**config.mk**
```make
export PLATFORM = sky130hd
export DESIGN_NAME = nrs_ctrl_param_tx_flat
export DESIGN_NICKNAME = d
export VERILOG_FILES = /design/src/rtl/nrs_ctrl_param_tx_if.sv /design/src/rtl/nrs_ctrl_param_tx.sv /design/src/flat_wrapper.sv
export SDC_FILE = /design/constraint.sdc
export NUM_CORES = 1
export LEC_CHECK = 0
export BUFFER_PORTS_ARGS = -buffer_cell sky130_fd_sc_hd__buf_4
export CAP_MARGIN = 40
export CORE_UTILIZATION = 58
export CTS_BUF_LIST = sky130_fd_sc_hd__clkbuf_8
export DETAILED_ROUTE_END_ITERATION = 16
export PLACE_DENSITY = 0.81
export SLEW_MARGIN = 0
export SYNTH_ARGS = -nofsm -noshare
export SYNTH_HDL_FRONTEND = slang
export SYNTH_SLANG_ARGS = --single-unit
```
**constraint.sdc**
```tcl
create_clock -name clk -period 2.15 [get_ports clk]
set_input_delay 0.215 -clock clk [delete_from_list [all_inputs] [get_ports clk]]
set_output_delay 0.215 -clock clk [all_outputs]
set_load 0.02 [all_outputs]
```
**src/rtl/nrs_ctrl_param_tx_if.sv**
```systemverilog
// Handshake and control bundle between the NRS TX controller and its
// surroundings: subframe timing, cinit generator, LFSR pair, NRS buffer.
interface nrs_ctrl_param_tx_if #(
    parameter int RUN_W  = 3,
    parameter int ADDR_W = 4
);
    logic              start;
    logic [RUN_W-1:0]  num_runs;
    logic              abort;
    logic              cinit_valid;
    logic              cinit_run;
    logic              init_x1;
    logic              init_x2;
    logic              shift_x;
    logic              out_valid;
    logic              out_ready;
    logic              wr_en;
    logic [ADDR_W-1:0] wr_addr;
    logic [RUN_W-1:0]  run_idx;
    logic              busy;
    logic              done;

    // Controller side
    modport master (
        input  start, num_runs, abort, cinit_valid, out_ready,
        output cinit_run, init_x1, init_x2, shift_x, out_valid, wr_en,
               wr_addr, run_idx, busy, done
    );

    // Environment side
    modport slave (
        output start, num_runs, abort, cinit_valid, out_ready,
        input  cinit_run, init_x1, init_x2, shift_x, out_valid, wr_en,
               wr_addr, run_idx, busy, done
    );
endinterface

```
**src/rtl/nrs_ctrl_param_tx.sv**
```systemverilog
// NRS Gold-sequence TX controller: sequences cinit/seed/shift/evaluate runs
// per subframe, drives the x1/x2 LFSR controls and the NRS buffer writes.
module nrs_ctrl_param_tx #(
    parameter int NC            = 1600,
    parameter int WORDS_PER_RUN = 4,
    parameter int MAX_RUNS      = 4,
    parameter int RUN_W         = $clog2(MAX_RUNS + 1),
    parameter int ADDR_W        = $clog2(MAX_RUNS * WORDS_PER_RUN)
) (
    input  logic                 clk,
    input  logic                 rst,
    nrs_ctrl_param_tx_if.master  bus
);
    localparam int NUM_SHIFTS = NC - 30;
    localparam int SHIFT_W    = $clog2(NC);
    localparam int WORD_W     = $clog2(WORDS_PER_RUN + 1);

    typedef enum logic [2:0] {
        S_IDLE,
        S_REQ_CINIT,
        S_SEED,
        S_SHIFT,
        S_EVAL
    } state_e;

    state_e             r_state;
    state_e             w_next;
    logic [RUN_W-1:0]   r_runs;
    logic [RUN_W-1:0]   r_run_idx;
    logic [ADDR_W-1:0]  r_wr_addr;
    logic [SHIFT_W-1:0] r_shift_cnt;
    logic [WORD_W-1:0]  r_word_cnt;
    logic               r_cinit_run;
    logic               r_done;

    logic [RUN_W-1:0]   w_runs_clamped;
    logic               w_accept;
    logic               w_last_word;
    logic               w_last_run;
    logic               w_shift_done;

    // Zero runs means one run; anything above MAX_RUNS saturates.
    assign w_runs_clamped = (bus.num_runs == '0)                  ? RUN_W'(1) :
                            (bus.num_runs > RUN_W'(MAX_RUNS))     ? RUN_W'(MAX_RUNS) :
                                                                    bus.num_runs;
    assign w_accept     = (r_state == S_EVAL) && bus.out_ready;
    assign w_last_word  = w_accept && (r_word_cnt == WORD_W'(WORDS_PER_RUN - 1));
    assign w_last_run   = (r_run_idx == r_runs - RUN_W'(1));
    assign w_shift_done = (r_shift_cnt == SHIFT_W'(NUM_SHIFTS - 1));

    // State register
    always_ff @(posedge clk) begin
        // NOTE: sequential state uses non-blocking assignments so every
        // register samples pre-edge values regardless of block ordering.
        if (rst) r_state <= S_IDLE;
        else     r_state <= w_next;
    end

    // Next-state decode; abort overrides everything, including start
    always_comb begin
        // NOTE: default first so no path leaves w_next unassigned (no latch).
        w_next = r_state;
        if (bus.abort) begin
            w_next = S_IDLE;
        end else begin
            case (r_state)
                S_IDLE:      if (bus.start)       w_next = S_REQ_CINIT;
                S_REQ_CINIT: if (bus.cinit_valid) w_next = S_SEED;
                S_SEED:                           w_next = S_SHIFT;
                S_SHIFT:     if (w_shift_done)    w_next = S_EVAL;
                S_EVAL:      if (w_last_word)     w_next = w_last_run ? S_IDLE : S_REQ_CINIT;
                default:                          w_next = S_IDLE;
            endcase
        end
    end

    // Counters, run bookkeeping and the registered one-cycle pulses
    always_ff @(posedge clk) begin
        if (rst) begin
            r_runs      <= '0;
            r_run_idx   <= '0;
            r_wr_addr   <= '0;
            r_shift_cnt <= '0;
            r_word_cnt  <= '0;
            r_cinit_run <= 1'b0;
            r_done      <= 1'b0;
        end else begin
            // cinit request fires only on entry into REQ_CINIT
            r_cinit_run <= (w_next == S_REQ_CINIT) && (r_state != S_REQ_CINIT);
            r_done      <= !bus.abort && w_last_word && w_last_run;
            if (bus.abort) begin
                r_run_idx   <= '0;
                r_wr_addr   <= '0;
                r_shift_cnt <= '0;
                r_word_cnt  <= '0;
            end else begin
                case (r_state)
                    S_IDLE: begin
                        if (bus.start) begin
                            r_runs     <= w_runs_clamped;
                            r_run_idx  <= '0;
                            r_wr_addr  <= '0;
                            r_word_cnt <= '0;
                        end
                    end
                    S_SEED:  r_shift_cnt <= '0;
                    S_SHIFT: r_shift_cnt <= r_shift_cnt + SHIFT_W'(1);
                    S_EVAL: begin
                        if (w_accept) begin
                            r_wr_addr <= r_wr_addr + ADDR_W'(1);
                            if (w_last_word) begin
                                r_word_cnt <= '0;
                                if (!w_last_run) r_run_idx <= r_run_idx + RUN_W'(1);
                            end else begin
                                r_word_cnt <= r_word_cnt + WORD_W'(1);
                            end
                        end
                    end
                    default: ;
                endcase
            end
        end
    end

    // Output decode from the current state
    always_comb begin
        bus.init_x1   = 1'b0;
        bus.init_x2   = 1'b0;
        bus.shift_x   = 1'b0;
        bus.out_valid = 1'b0;
        bus.wr_en     = 1'b0;
        case (r_state)
            S_SEED: begin
                bus.init_x2 = 1'b1;
                bus.init_x1 = (r_run_idx == '0);
            end
            S_SHIFT: bus.shift_x = 1'b1;
            S_EVAL: begin
                bus.out_valid = 1'b1;
                bus.shift_x   = bus.out_ready;
                bus.wr_en     = bus.out_ready;
            end
            default: ;
        endcase
    end

    assign bus.busy      = (r_state != S_IDLE);
    assign bus.cinit_run = r_cinit_run;
    assign bus.done      = r_done;
    assign bus.wr_addr   = r_wr_addr;
    assign bus.run_idx   = r_run_idx;
endmodule

```
**src/flat_wrapper.sv**
```systemverilog
// flat-port wrapper written by rule: the top's interface ports become plain ports
module nrs_ctrl_param_tx_flat 
#(
    parameter int NC            = 1600,
    parameter int WORDS_PER_RUN = 4,
    parameter int MAX_RUNS      = 4,
    parameter int RUN_W         = $clog2(MAX_RUNS + 1),
    parameter int ADDR_W        = $clog2(MAX_RUNS * WORDS_PER_RUN)
)
  (clk, rst, bus_start, bus_num_runs, bus_abort, bus_cinit_valid, bus_out_ready, bus_cinit_run, bus_init_x1, bus_init_x2, bus_shift_x, bus_out_valid, bus_wr_en, bus_wr_addr, bus_run_idx, bus_busy, bus_done);
  nrs_ctrl_param_tx_if #(.RUN_W(RUN_W), .ADDR_W(ADDR_W)) bus_i ();
  input  logic clk;
  input  logic rst;
  input wire logic [$bits(bus_i.start)-1:0] bus_start;
  input wire logic [$bits(bus_i.num_runs)-1:0] bus_num_runs;
  input wire logic [$bits(bus_i.abort)-1:0] bus_abort;
  input wire logic [$bits(bus_i.cinit_valid)-1:0] bus_cinit_valid;
  input wire logic [$bits(bus_i.out_ready)-1:0] bus_out_ready;
  output wire logic [$bits(bus_i.cinit_run)-1:0] bus_cinit_run;
  output wire logic [$bits(bus_i.init_x1)-1:0] bus_init_x1;
  output wire logic [$bits(bus_i.init_x2)-1:0] bus_init_x2;
  output wire logic [$bits(bus_i.shift_x)-1:0] bus_shift_x;
  output wire logic [$bits(bus_i.out_valid)-1:0] bus_out_valid;
  output wire logic [$bits(bus_i.wr_en)-1:0] bus_wr_en;
  output wire logic [$bits(bus_i.wr_addr)-1:0] bus_wr_addr;
  output wire logic [$bits(bus_i.run_idx)-1:0] bus_run_idx;
  output wire logic [$bits(bus_i.busy)-1:0] bus_busy;
  output wire logic [$bits(bus_i.done)-1:0] bus_done;
  assign bus_i.start = bus_start;
  assign bus_i.num_runs = bus_num_runs;
  assign bus_i.abort = bus_abort;
  assign bus_i.cinit_valid = bus_cinit_valid;
  assign bus_i.out_ready = bus_out_ready;
  assign bus_cinit_run = bus_i.cinit_run;
  assign bus_init_x1 = bus_i.init_x1;
  assign bus_init_x2 = bus_i.init_x2;
  assign bus_shift_x = bus_i.shift_x;
  assign bus_out_valid = bus_i.out_valid;
  assign bus_wr_en = bus_i.wr_en;
  assign bus_wr_addr = bus_i.wr_addr;
  assign bus_run_idx = bus_i.run_idx;
  assign bus_busy = bus_i.busy;
  assign bus_done = bus_i.done;
  nrs_ctrl_param_tx #(.NC(NC), .WORDS_PER_RUN(WORDS_PER_RUN), .MAX_RUNS(MAX_RUNS), .RUN_W(RUN_W), .ADDR_W(ADDR_W)) u_core (.clk(clk), .rst(rst), .bus(bus_i));
endmodule
```
==> results.toml <==
[status]
status = "finished, final reports clean"

[clocking]
cts_setup_buffers = 0
cts_made_buffers = 5
cts_resized = 0
cts.clk_slew.worst_paths_ps = 60
cts_tree = "yes"
clock-sinks = 29
root_buffer = "clkbuf_8"
htree_levels = 2
clk_path_buf_depth = 2
postCtsHoldBufs = 0
worstSkewPairLatency_ps = 280

[power_and_ir_drop]
p_per_area_nw_per_um2 = 575
p_leak_nw = 0.735
vdd_drop_max_mv = 0.563

[timing]
fin_crit_ps = 1960
tns_ps = 0
rsz0062_at_grt = "false"
hold_viol = 0
fin_worst_skew_ps = 1.59
setup_viol = 0
slew_viol_final = 0
period_share_pct = 91.0
max_freq_ghz = 0.511
worst_pin_slew_ps = 604
slew-limit-headroom_pct = 59.3
hold_slack_ps = 120

[global_route]
grt_usage_pct = 28.6
antenna_found_initial = 0
grt_pass1_wl_um = 5890
grt_max_degree = 16
first_global_vias = 1306
overflow = 0

[min_path]
min_to = "u_core.r_runs[0]"
min_path_cells = 2
hold_class = "input pin to flop"
hp-start = "rst"

[job]
maxCapViolations = 0

[worst_setup_path]
cp-end-kind = "primary output"
reg2reg_depth = 5
required_ps = 1930
crit_type = "flop to primary output"
timing.rr.end = "u_core.bus.run_idx[1]"
reg2reg_slack_ps = 370
arrival_ps = 1740
setup.worst_path.start_class = "flop"
critPathMaxFanout = 11
r2r-start = "u_core.r_state[2]"

[route]
drc = 0
drtAntennaViolNets = 0
routed_via_density = 5.92
dr.first_iter.drc_count = 91
wl_per_cell_um = 14.5
vias = 1426
first_pass_iters = 4
wl_um = 3500

[placement]
gp_congestion = 0.820
dpl.hpwl_um = 2560
io_buffers = 23

[floorplanning]
pin_count = 24
initial_utilization_pct = 62.1
dieArea_um2 = 2910
die_h_um = 54.0
core_um2 = 2520
rows = 18
chipWidth_um = 54.0

[yosys]
synth.net_count = 201
syn_area_per_cell_um2 = 8.46
synth_edf_count = 0
yosysSeqAreaShare_pct = 37.1
synth_area_um2 = 1570
synth_cells = 185
ys_types = 45
synth-main-ff-cell = "dfxtp_1"
synth.ff_latch_count = 29
yosysWarnings = 0
async_flop_share_pct = 0

[cells_and_area]
nets = 226
diodes = 0
drive_above_1_share_pct = 19.0
areaGrowthSynthToFinish_pct = 17.1
mostFrequentLayoutCells = "29 x dfxtp_1, 26 x buf_4, 17 x nor2_1, 17 x nand2_1, 17 x a21oi_1"
layout_commonest_cell = "dfxtp_1"
cells by family after synthesis:
group / Yosys count / share of synthesized area (%)
AO/OA/AOI/OAI: 34 / 12.3
XOR/XNOR: 9 / 5.92
adder cells (fa/ha/maj): 7 / 5.60
buffers and inverters: 15 / 5.52
flip-flops: 29 / 37.1
multiplexers: 4 / 2.64
AND/OR/NAND/NOR: 87 / 30.9
area by class of cell:
class	count	area (um2)
multi-input cells	141	898
fillers	200	689
flip-flops and latches	29	581
repair buffers	26	195
clock buffers	5	68.8
inverters	7	38.8
well taps	30	37.5
clock inverters	3	13.8
Yosys cell counts, types with 2 or more instances:
library cell	count	area, um2
nand2_1	17	63.8
or4_1	2	15.0
inv_1	6	22.5
nand2b_1	3	18.8
dfxtp_1	29	581
nor4bb_1	2	20.0
o21ai_0	9	45.0
buf_6	2	22.5
buf_2	2	10.0
or2_2	2	12.5
nand3_1	11	55.1
nand3b_1	3	22.5
nand4_1	5	31.3
nor2_1	17	63.8
mux2i_1	3	30.0
or3b_1	2	17.5
xnor2_1	2	17.5
and2_1	2	12.5
nor2b_1	2	12.5
a21oi_1	17	85.1
nor3_1	4	20.0
or3_1	6	37.5
clkbuf_1	4	15.0
ha_1	7	87.6
xor2_1	6	52.6
worst max path at each step:
stage | to | cells after the start | start
after global routing | bus_init_x1 | 3 | u_core.r_state[1]
after detailed placement | u_core.bus.run_idx[1] | 5 | u_core.r_state[2]
after floorplan | bus_init_x1 | 4 | u_core.r_state[1]
final | bus_shift_x | 3 | u_core.r_state[2]
after CTS | bus_shift_x | 3 | u_core.r_state[2]
after global placement | u_core.r_word_cnt[0] | 5 | u_core.r_state[2]
stage by stage:
step                utilization [%]  total power, mW  cells  area (um2)  worst slack, ps
finish                         72.7             1.05    241        1830              194
global route                   72.7             1.09    241        1830             79.2
CTS                            72.7             1.06    241        1830              199
detailed placement             69.4            0.638    233        1750              398
global placement               69.4            0.635    233        1750              508
floorplan                         -            0.607    185        1570              307
per-layer routing:
layer  GRT usage (%)  vias to the layer above  part of all wire (%)
met2            43.0                       54                    46
li1                -                      699                     -
met1            38.6                      666                    46
met3            6.78                        7                   7.4
met5               0                        -                     0
met4            12.7                        0                   1.1
registers in the layout, indices dropped and copies added (netlist names):
signal	count
u_core.bus.cinit_run	1
u_core.bus.done	1
u_core.bus.run_idx	3
u_core.bus.wr_addr	4
u_core.r_runs	3
u_core.r_shift_cnt	11
u_core.r_state	3
u_core.r_word_cnt	3
worst max-delay path: stages (launching register included):
cell	delay [ps]
dfxtp_1	490
or3b_1	560
o21ai_0	230
buf_4	170
where the power goes:
group | leakage [nW] | switching (mW) | internal [mW]
combinational | 0.452 | 0.0463 | 0.0346
sequential | 0.234 | 0.00416 | 0.542
clock | 0.0491 | 0.208 | 0.219
total | 0.735 | 0.259 | 0.795
(Power assumes the default switching activity.)
